**config.mk**
```make
export PLATFORM = sky130hd
export DESIGN_NAME = pcie_rx_framer
export DESIGN_NICKNAME = d
export VERILOG_FILES = /design/src/rtl/pcie_rx_framer.sv
export SDC_FILE = /design/constraint.sdc
export NUM_CORES = 1
export LEC_CHECK = 0
export BUFFER_PORTS_ARGS = -buffer_cell sky130_fd_sc_hd__buf_4
export CAP_MARGIN = 20
export CORE_ASPECT_RATIO = 1.75
export CORE_UTILIZATION = 60
export DETAILED_ROUTE_END_ITERATION = 6
export GPL_TIMING_DRIVEN = 0
export PLACE_DENSITY = 0.95
export SLEW_MARGIN = 0
export SYNTH_ARGS = -nofsm -noshare
export SYNTH_HDL_FRONTEND = slang
export SYNTH_SLANG_ARGS = --single-unit
```
**constraint.sdc**
```tcl
create_clock -name clk -period 62.2 [get_ports clk]
set_clock_uncertainty 0.1 [all_clocks]
set_input_delay 12.44 -clock clk [delete_from_list [all_inputs] [get_ports clk]]
set_output_delay 12.44 -clock clk [all_outputs]
set_load 0.1 [all_outputs]
```
**src/rtl/pcie_rx_framer.sv**
```systemverilog
// PCIe RX framing filter: splits the decoded symbol stream into TLP and DLLP
// beat streams, drops idle/ordered sets, and flags malformed packets.
module pcie_rx_framer #(
  parameter int DATA_WIDTH    = 128,
  parameter int MAX_TLP_BYTES = 4116,
  parameter int CNT_W         = 16
) (
  input  logic                    clk,
  input  logic                    rst,
  input  logic [DATA_WIDTH-1:0]   in_data,
  input  logic [DATA_WIDTH/8-1:0] in_k,
  input  logic                    in_valid,
  output logic [DATA_WIDTH-1:0]   tlp_data,
  output logic [DATA_WIDTH/8-1:0] tlp_keep,
  output logic                    tlp_valid,
  output logic                    tlp_sop,
  output logic                    tlp_eop,
  output logic                    tlp_err,
  output logic [DATA_WIDTH-1:0]   dllp_data,
  output logic [DATA_WIDTH/8-1:0] dllp_keep,
  output logic                    dllp_valid,
  output logic                    dllp_sop,
  output logic                    dllp_eop,
  output logic                    dllp_err,
  output logic [CNT_W-1:0]        tlp_cnt,
  output logic [CNT_W-1:0]        dllp_cnt,
  output logic [CNT_W-1:0]        err_cnt
);

  localparam int SYMS   = DATA_WIDTH / 8;
  localparam int BCNT_W = $clog2(MAX_TLP_BYTES + SYMS + 1);

  localparam logic [BCNT_W-1:0] MAX_B    = BCNT_W'(MAX_TLP_BYTES);
  localparam logic [BCNT_W-1:0] TLP_MIN  = BCNT_W'(18);
  localparam logic [BCNT_W-1:0] DLLP_LEN = BCNT_W'(6);

  localparam logic [7:0] K_STP = 8'hFB;
  localparam logic [7:0] K_SDP = 8'h5C;
  localparam logic [7:0] K_END = 8'hFD;
  localparam logic [7:0] K_EDB = 8'hFE;

  typedef enum logic [1:0] {
    S_IDLE,
    S_TLP,
    S_DLLP,
    S_DROP
  } state_t;

  typedef struct packed {
    logic [DATA_WIDTH-1:0] data;
    logic [SYMS-1:0]       keep;
    logic                  valid;
    logic                  sop;
    logic                  eop;
    logic                  err;
  } beat_t;

  state_t            state_q, state_d;
  logic [BCNT_W-1:0] bcnt_q, bcnt_d;
  beat_t             tlp_q, tlp_d;
  beat_t             dllp_q, dllp_d;
  logic [CNT_W-1:0]  tlp_cnt_q, tlp_cnt_d;
  logic [CNT_W-1:0]  dllp_cnt_q, dllp_cnt_d;
  logic [CNT_W-1:0]  err_cnt_q, err_cnt_d;

  // Per-beat scan temporaries
  logic              active, is_tlp, sop_v, done;
  logic              term, edb, abort, ovf, ovf_term, bad;
  logic [SYMS-1:0]   keep_v;
  logic [BCNT_W-1:0] cnt_v;
  logic [7:0]        sym;
  beat_t             beat_v;

  function automatic logic [CNT_W-1:0] sat_inc(input logic [CNT_W-1:0] c);
    return (&c) ? c : c + CNT_W'(1);
  endfunction

  // NOTE: every variable written here gets a default first, so no path can
  // leave one unassigned and infer a latch.
  always_comb begin
    state_d    = state_q;
    bcnt_d     = bcnt_q;
    tlp_d      = '0;
    dllp_d     = '0;
    tlp_cnt_d  = tlp_cnt_q;
    dllp_cnt_d = dllp_cnt_q;
    err_cnt_d  = err_cnt_q;
    active     = 1'b0;
    is_tlp     = 1'b0;
    sop_v      = 1'b0;
    done       = 1'b0;
    term       = 1'b0;
    edb        = 1'b0;
    abort      = 1'b0;
    ovf        = 1'b0;
    ovf_term   = 1'b0;
    bad        = 1'b0;
    keep_v     = '0;
    cnt_v      = bcnt_q;
    sym        = '0;
    beat_v     = '0;

    if (in_valid) begin
      case (state_q)
        S_IDLE: begin
          if (in_k[0] && in_data[7:0] == K_STP) begin
            active = 1'b1;
            is_tlp = 1'b1;
            sop_v  = 1'b1;
            cnt_v  = '0;
          end else if (in_k[0] && in_data[7:0] == K_SDP) begin
            active = 1'b1;
            sop_v  = 1'b1;
            cnt_v  = '0;
          end
        end
        S_TLP: begin
          active = 1'b1;
          is_tlp = 1'b1;
        end
        S_DLLP: active = 1'b1;
        S_DROP: begin
          for (int i = 0; i < SYMS; i++) begin
            sym = in_data[8*i +: 8];
            if (in_k[i] && (sym == K_END || sym == K_EDB)) state_d = S_IDLE;
          end
        end
        default: state_d = S_IDLE;
      endcase

      if (active) begin
        // NOTE: blocking assignments here model the in-order symbol walk; the
        // registers themselves are only ever written with <= below.
        for (int i = 0; i < SYMS; i++) begin
          sym = in_data[8*i +: 8];
          if (!(sop_v && i == 0)) begin
            if (!done) begin
              if (in_k[i]) begin
                done = 1'b1;
                if (sym == K_END || sym == K_EDB) begin
                  term = 1'b1;
                  edb  = (sym == K_EDB);
                end else begin
                  abort = 1'b1;
                end
              end else if (is_tlp && cnt_v >= MAX_B) begin
                ovf  = 1'b1;
                done = 1'b1;
              end else begin
                keep_v[i] = 1'b1;
                // Saturate so an endless DLLP can never wrap back to a legal length
                if (!(&cnt_v)) cnt_v = cnt_v + BCNT_W'(1);
              end
            end else if (ovf && in_k[i] && (sym == K_END || sym == K_EDB)) begin
              ovf_term = 1'b1;
            end
          end
        end

        if (term) bad = edb || (is_tlp ? (cnt_v < TLP_MIN) : (cnt_v != DLLP_LEN));

        beat_v.data  = in_data;
        beat_v.keep  = ovf ? '0 : keep_v;
        beat_v.valid = 1'b1;
        beat_v.sop   = sop_v;
        beat_v.eop   = term | abort | ovf;
        beat_v.err   = bad | abort | ovf;

        if (is_tlp) tlp_d  = beat_v;
        else        dllp_d = beat_v;

        if (beat_v.eop) begin
          bcnt_d = '0;
          if (beat_v.err)  err_cnt_d  = sat_inc(err_cnt_q);
          else if (is_tlp) tlp_cnt_d  = sat_inc(tlp_cnt_q);
          else             dllp_cnt_d = sat_inc(dllp_cnt_q);
          // An overlength TLP whose terminator is already in this beat needs no drop phase
          state_d = (ovf && !ovf_term) ? S_DROP : S_IDLE;
        end else begin
          bcnt_d  = cnt_v;
          state_d = is_tlp ? S_TLP : S_DLLP;
        end
      end
    end
  end

  always_ff @(posedge clk) begin
    if (rst) begin
      state_q    <= S_IDLE;
      bcnt_q     <= '0;
      tlp_q      <= '0;
      dllp_q     <= '0;
      tlp_cnt_q  <= '0;
      dllp_cnt_q <= '0;
      err_cnt_q  <= '0;
    end else begin
      state_q    <= state_d;
      bcnt_q     <= bcnt_d;
      tlp_q      <= tlp_d;
      dllp_q     <= dllp_d;
      tlp_cnt_q  <= tlp_cnt_d;
      dllp_cnt_q <= dllp_cnt_d;
      err_cnt_q  <= err_cnt_d;
    end
  end

  assign tlp_data   = tlp_q.data;
  assign tlp_keep   = tlp_q.keep;
  assign tlp_valid  = tlp_q.valid;
  assign tlp_sop    = tlp_q.sop;
  assign tlp_eop    = tlp_q.eop;
  assign tlp_err    = tlp_q.err;
  assign dllp_data  = dllp_q.data;
  assign dllp_keep  = dllp_q.keep;
  assign dllp_valid = dllp_q.valid;
  assign dllp_sop   = dllp_q.sop;
  assign dllp_eop   = dllp_q.eop;
  assign dllp_err   = dllp_q.err;
  assign tlp_cnt    = tlp_cnt_q;
  assign dllp_cnt   = dllp_cnt_q;
  assign err_cnt    = err_cnt_q;

endmodule

```
==> summary.txt, run 1 <==
Run status
  – Outcome: finished with violations
  – Violated checks: design-rule violations

Worst hold path
  – Worst min-delay path startpoint: err_cnt[10]$_SDFFE_PP0P_
  – HP Class: reg -> reg

Clocking
  – Clk sinks: 359
  – Clock transition at the registers of the reported paths: 0.07 ns
  – Cts-stage hold buffer count: 0
  – Clock Tree Root: clkbuf_16
  – Resize count post-CTS: 0
  – H-Tree Level Count: 1
  – CTS tree: yes
  – Total CTS buffers: 30
  – Setup Buffers After CTS: 0
  – Skew-Pair Late Insertion Delay: 0.61 ns
  – CTS Buffer Depth: 3

GRT
  – Antenna violations before repair: 7
  – Grt met3 use: 0.141
  – Total grt overflow: 0
  – Largest net degree at the start of global routing: 17
  – Vias in the first global route: approximately 28,000
  – Met1 Usage GRT: 0.447
  – Grt peak-use layer: met2
  – Global routing usage on met2: 0.842
  – First-pass GRT wire length: 160 mm
  – Gr usage total: 0.490

Pwr
  – Sw Ratio: 0.260
  – Clock Power Share: 0.420
  – Worst vdd ir: ~0.000025 V
  – Leakage: approximately 0.012 uW
  – Logic gate share of total power: 0.113
  – Pwr Density: 16.1 nW/um^2
  – P_sw: 128 uW
  – Design internal power: 364 uW
  – Flop pwr share: 0.468

Yosys
  – Top FF cell, synth: dfxtp_1
  – Distinct cells, synth: 145
  – Top cell type's share of synthesized area: 0.288
  – Leading area contributor after synthesis: dfxtp_1
  – Post-Syn Instances: 3,094
  – Mapped Nets: 3,268
  – Syn avg cell area: 8.06 um^2
  – Synth area leaders: dfxtp_1 29%, and2_1 7.2%, xnor2_1 4.6%
  – FF+latch count, synth: 359
  – Synthesized area: roughly 25,000 um^2
  – Seq/Total Area, Yosys: 0.288
  – Yosys warns: 0
  – Post-synth EDFFs: 0
  – Asr flop ratio synth: 0

Critical path
  – CP dominant cell by count: ha_1
  – Arr. time, crit path: 49.74 ns
  – Delay-heaviest family, CP: simple AND/OR/NAND/NOR gates
  – CP Launch Type: primary input
  – Crit path buf inv count: 27
  – Crit-path slowest cell: a2111oi_0
  – Kind of critical path: in -> reg
  – Worst Path Required: roughly 63 ns
  – Slowest cell delay on critical path: between 0.9 and 1 ns
  – Critical-path maximum fanout: 10
  – Reg2reg start: state_q[0]$_SDFFE_PP0P_
  – Worst setup path startpoint: in_data[5]
  – Kind of end point of the critical path: flop

Timing
  – Final-report setup violation count: 0
  – Least-Margin Pin Slew: between 1 and 1.5 ns
  – Setup TNS: 0 ns
  – Setup ws final: roughly 13 ns
  – Max Freq: 0.0203 GHz
  – RSZ-0062 raised after global routing: no
  – Crit path time final: 49.35 ns
  – Slew Viols, Final: 0
  – Final Hold Vio Count: 0
  – Tcrit/Tclk final: 0.793
  – Slew margin rel.: 0.115

Drt
  – Vias: approximately 29,000
  – Vias per cell: 6.84
  – Post-route ant nets: 0
  – Post-Route WL: 107 mm
  – DRC: 9
  – Drt pass-1 iters: 7
  – Drt first-iter violations: around 2,400
  – Routed wire per std cell: 25.5 um

Finish
  – Fraction of layout cells with a size suffix above 1: 0.222
  – Post-layout instance area: 30,400 um^2
  – Final nets: 3,799
  – Area Overhead vs Synth: 22.0%

Floorplan
  – Initial Util: 0.609
  – Die H: 272 um
  – Die area: about 42,000 um^2
  – I/O pins: 491
  – FP Rows: slightly below 100
  – Width of the die: 156 um
  – Core ar.: roughly 41,000 um^2

Job
  – Total of max-cap violations: 0

Placement
  – Gpl congestion: 1.06
  – HPWL after DPL: 81.3 mm
  – DP Worst Slack: 14.25 ns
  – Area of placed instances: about 29,000 um^2
  – Port bufs: roughly 500
-- power by group through the flow --
stage               logic [uW]  registers, uW  clock network [uW]
finish                    55.4            230                 206
global route              58.6            230                 215
CTS                       52.7            230                 204
detailed placement        51.9            235                   0
global placement          50.6            235                   0
floorplan                 29.2            236                   0
-- cells in the mapped netlist, drive strengths merged, types with 13 or more instances --
master / n
o21ai: 115
nand3: 110
a21boi: 14
o211ai: 44
clkbuf: 54
a2111oi: 20
xnor2: 134
o31a: 19
nor2: 299
a21oi: 115
mux2: 17
o21a: 24
or2: 37
and3: 44
nor3: 129
xor2: 56
nor4: 80
ha: 27
nand4: 87
a22oi: 13
nand2b: 16
a211o: 13
o31ai: 46
or3: 44
nor4b: 14
mux2i: 27
inv: 79
o41ai: 14
nand2: 248
dfxtp: 359
a211oi: 36
o211a: 13
and2: 288
a31oi: 66
and4: 19
a21o: 21
or4: 34
o22ai: 17
buf: 75
a41oi: 16
o2111ai: 19
a31o: 18
-- layer usage --
metal  part of all wire  routed length, um  vias up
li1                   -                  -    12600
met1               0.31              33000    13300
met2               0.48              51700     1971
met3              0.087               9330      830
met4               0.12              12900        2
met5            0.00010                 11        -
-- tightest hold or removal path: stages, from the launching register on --
cell,delay [ns]
dfxtp_1,0.33
o31ai_1,0.08
a21oi_1,0.06
-- through the flow --
step                instances   util  total power [uW]  hold slack, ns
global route             4197  0.743               503           0.438
global placement         4134  0.716               286           0.393
detailed placement       4138  0.716               287           0.402
floorplan                3094      -               265           0.374
finish                   4201  0.743               491           0.413
CTS                      4192  0.742               487           0.411
-- sequential cells by signal, summed over array words and instances, names as in the netlist, 2 cells and up --
| signal | count |
|---|---|
| err_cnt | 16 |
| tlp_cnt | 16 |
| dllp_data | 128 |
| state_q | 2 |
| dllp_keep | 16 |
| tlp_keep | 16 |
| tlp_data | 128 |
| bcnt_q | 13 |
| dllp_cnt | 16 |
-- area by class of cell --
type,count,area [um^2]
diodes,4,10.0
flip-flops and latches,359,7190
clock inverters,12,151
inverters,81,304
fillers,3098,10500
plain buffers,138,833
well taps,550,688
clock buffers,42,907
repair buffers,499,3730
multi-input cells,2516,16600
-- layout by cell type (no fill, tap or decap), types with 22 or more instances in the layout --
cell       Yosys  layout
buf_4         35     528
dfxtp_1      359     359
nor2_1       297     297
and2_1       287     287
nand2_1      247     247
xnor2_1      131     131
nor3_1       118     118
a21oi_1      110     110
nand3_1      106     106
o21ai_0       83      83
nand4_1       81      81
inv_1         78      78
a31oi_1       64      64
nor4_1        56      56
xor2_1        54      54
clkbuf_1      51      53
o31ai_1       43      43
or3_1         43      43
and3_1        43      43
o211ai_1      41      41
clkbuf_16      0      31
or4_1         30      30
a211oi_1      29      29
buf_2         25      27
o21ai_1       27      27
ha_1          27      27
mux2i_1       25      25
or2_2         24      24
o21a_1        22      22
-- logic make-up (layout without fill, tap and decap cells) --
group           after synthesis  count (layout)  synth area share
compound gates              759             759             0.232
xor+xnor                    190             190            0.0687
fa+ha+maj                    27              27            0.0135
buf+inv                     219             772            0.0456
flops                       359             359             0.288
mux                          44              44            0.0192
other cells                   0               4                 0
simple gates               1496            1496             0.333
-- final timing paths --
check                                                end  slack, ns  cells after the start
worst max-delay path            tlp_cnt[12]$_SDFFE_PP0P_      12.85                    132
worst min-delay path            err_cnt[10]$_SDFFE_PP0P_       0.41                      2
worst max register to register  tlp_cnt[12]$_SDFFE_PP0P_      24.17                    133
worst min register to register  err_cnt[10]$_SDFFE_PP0P_       0.41                      2
(Power assumes the default switching activity.)
==> run 2: changes to the inputs <==
ABC_AREA = 1   (was default)
CORE_UTILIZATION = 51   (was 60)
PLACE_DENSITY = 0.87   (was 0.95)
clock period = 42.4 ns   (was 62.2 ns; I/O delays follow)
==> run 2 against run 1 <==
- the flow still finishes with violations (design-rule violations)
- flip-flop and latch count unchanged
- clock-buffer cell count down 4
- worst setup slack got worse by 1.1 ns
- critical endpoint is now dllp_cnt[9]$_SDFFE_PP0P_
- critical path type unchanged
- design area shrank 6.8%
- register-to-register slack got worse by 5.1 ns
- area after synthesis shrank 8.0%
- combinational power grew 18%
- critical path depth is 20 higher
==> summary.txt, run 2 <==
Run status
  – Outcome: finished with violations
  – Violated checks: design-rule violations

Clocking
  – Resize count post-CTS: 0
  – Cts-stage hold buffer count: 0
  – CTS Buffer Depth: 3
  – Skew-Pair Late Insertion Delay: around 0.63 ns
  – Total CTS buffers: 31
  – Setup Buffers After CTS: 0
  – H-Tree Level Count: 1
  – Clock transition at the registers of the reported paths: 0.07 ns
  – CTS tree: yes
  – Clock Tree Root: clkbuf_16
  – Clk sinks: 359

Yosys
  – Post-Syn Instances: 3,476
  – Distinct cells, synth: between 70 and 80
  – FF+latch count, synth: 359
  – Asr flop ratio synth: 0
  – Leading area contributor after synthesis: dfxtp_1
  – Synth area leaders: dfxtp_1 31%, nand2_1 11%, nor2_1 9.5%
  – Most frequent cells after synthesis: 694 x nand2_1, 581 x nor2_1, 465 x inv_1
  – Top FF cell, synth: dfxtp_1
  – Seq/Total Area, Yosys: 0.313
  – Mapped Nets: 3,650
  – Post-synth EDFFs: 0
  – Yosys warns: 0
  – Top-count cell post-synth: nand2_1
  – Top cell type's share of synthesized area: 0.313
  – Syn avg cell area: 6.60 um^2
  – Synthesized area: around 23,000 um^2

Critical path
  – Crit-path slowest cell: nor2_1
  – CP dominant cell by count: nand2_1
  – Arr. time, crit path: between 30 and 40 ns
  – Worst setup path startpoint: in_data[4]
  – Worst Path Required: around 43 ns
  – Reg2reg start: state_q[0]$_SDFFE_PP0P_
  – CP Launch Type: primary input
  – Worst r2r path cells: 153
  – Kind of end point of the critical path: flop
  – Slowest cell delay on critical path: 0.47 ns
  – Kind of critical path: in -> reg
  – Critical-path maximum fanout: 10

Floorplan
  – I/O pins: approximately 490
  – Width of the die: 162 um
  – Die H: 283 um
  – Die area: between 40,000 and 50,000 um^2
  – Initial Util: 0.518
  – FP Rows: 102
  – Core ar.: 44,300 um^2

Drt
  – DRC: 1
  – Post-route ant nets: 0
  – Post-Route WL: between 80 and 90 mm
  – Drt pass-1 iters: 7
  – Vias per cell: 5.49
  – Routed wire per std cell: 18.4 um
  – Drt first-iter violations: 1,477
  – Vias: 25,200

Timing
  – Max Freq: 0.0326 GHz
  – Slew Viols, Final: 0
  – Final Hold Vio Count: 0
  – Least-Margin Pin Slew: 1.21 ns
  – Slew margin rel.: 0.196
  – Tcrit/Tclk final: 0.724
  – Setup TNS: 0 ns
  – Crit path time final: 30.68 ns
  – RSZ-0062 raised after global routing: no
  – Final-report setup violation count: 0

GRT
  – Antenna violations before repair: 5
  – Vias in the first global route: ~25,000
  – Largest net degree at the start of global routing: 18
  – First-pass GRT wire length: roughly 130 mm
  – Gr usage total: 0.360
  – Total grt overflow: 0

Placement
  – Gpl congestion: between 1 and 1.5
  – HPWL after DPL: 67.2 mm
  – Port bufs: around 500
  – Placed cell count: 4,539

Finish
  – Final nets: 4,174
  – Util after Layout: 0.641
  – Commonest non-fill, non-tap cell in the layout: nand2_1
  – Area Overhead vs Synth: 23.6%
  – Most frequent cells in the layout: 694 x nand2_1, 581 x nor2_1, 502 x buf_4, 465 x inv_1, 359 x dfxtp_1
  – Fraction of layout cells with a size suffix above 1: 0.260
  – Non-Filler Instances: between 4,000 and 5,000

Pwr
  – Worst vdd ir: 0.0000420 V
  – Leakage: 0.0138 uW
  – Pwr Density: 24.5 nW/um^2

Job
  – Total of max-cap violations: 0

Worst hold path
  – Hold path depth: 2
  – HP Class: reg -> reg
  – Worst min-delay path startpoint: dllp_cnt[4]$_SDFFE_PP0P_
run 2: logic make-up (layout without fill, tap and decap cells):
group	after synthesis	after routing	share of synthesized area
AO/OA/AOI/OAI	222	222	0.0626
flip-flops	359	359	0.313
other	0	1	0
buffers and inverters	628	1177	0.119
XOR/XNOR	22	22	0.0105
adder cells (fa/ha/maj)	27	27	0.0147
AND/OR/NAND/NOR	2218	2218	0.480
run 2: area by class of cell:
| class | count | area, um^2 |
|---|---|---|
| diodes | 1 | 2.50 |
| plain buffers | 77 | 564 |
| clock buffers | 38 | 812 |
| clock inverters | 20 | 208 |
| fillers | 3996 | 15900 |
| inverters | 551 | 2170 |
| multi-input cells | 2489 | 13000 |
| flip-flops and latches | 359 | 7190 |
| well taps | 572 | 716 |
| repair buffers | 491 | 3680 |
run 2: stage by stage:
| step | instance area [um^2] | hold WS [ns] | worst slack [ns] | total power (uW) |
|---|---|---|---|---|
| floorplan | 23000 | 0.358 | 15.73 | 384 |
| global placement | 27300 | 0.355 | 11.79 | 407 |
| detailed placement | 27400 | 0.356 | 11.53 | 409 |
| CTS | 28400 | 0.377 | 12.15 | 696 |
| global route | 28400 | 0.411 | 9.98 | 717 |
| finish | 28400 | 0.385 | 11.72 | 696 |
run 2: worst max-delay path: cells and delay by family:
kind            cells  cell delay (ns)
simple gates      108            14.68
fa+ha+maj          14             3.26
buf+inv            22             2.86
xor+xnor            4             1.04
compound gates      4             0.75
run 2: worst paths after layout:
path | end | slack [ns]
worst max-delay path | dllp_cnt[9]$_SDFFE_PP0P_ | 11.72
worst min-delay path | dllp_cnt[4]$_SDFFE_PP0P_ | 0.38
worst max register to register | dllp_cnt[9]$_SDFFE_PP0P_ | 19.05
worst min register to register | dllp_cnt[4]$_SDFFE_PP0P_ | 0.38
run 2: metal layers:
layer / GRT usage / routed length, um / up-vias
met4: 0.351 / 8900 / 6
met3: 0.0886 / 6690 / 497
li1: - / - / 12100
met1: 0.310 / 26700 / 11400
met2: 0.663 / 42300 / 1218
met5: 0 / 32 / -
run 2: where the power goes:
part,switching (uW),total (uW),internal (uW),leakage (uW)
Clock,142,293,152,0.000484
Combinational,42.9,65.5,22.7,0.0104
Sequential,0.0332,337,337,0.00289
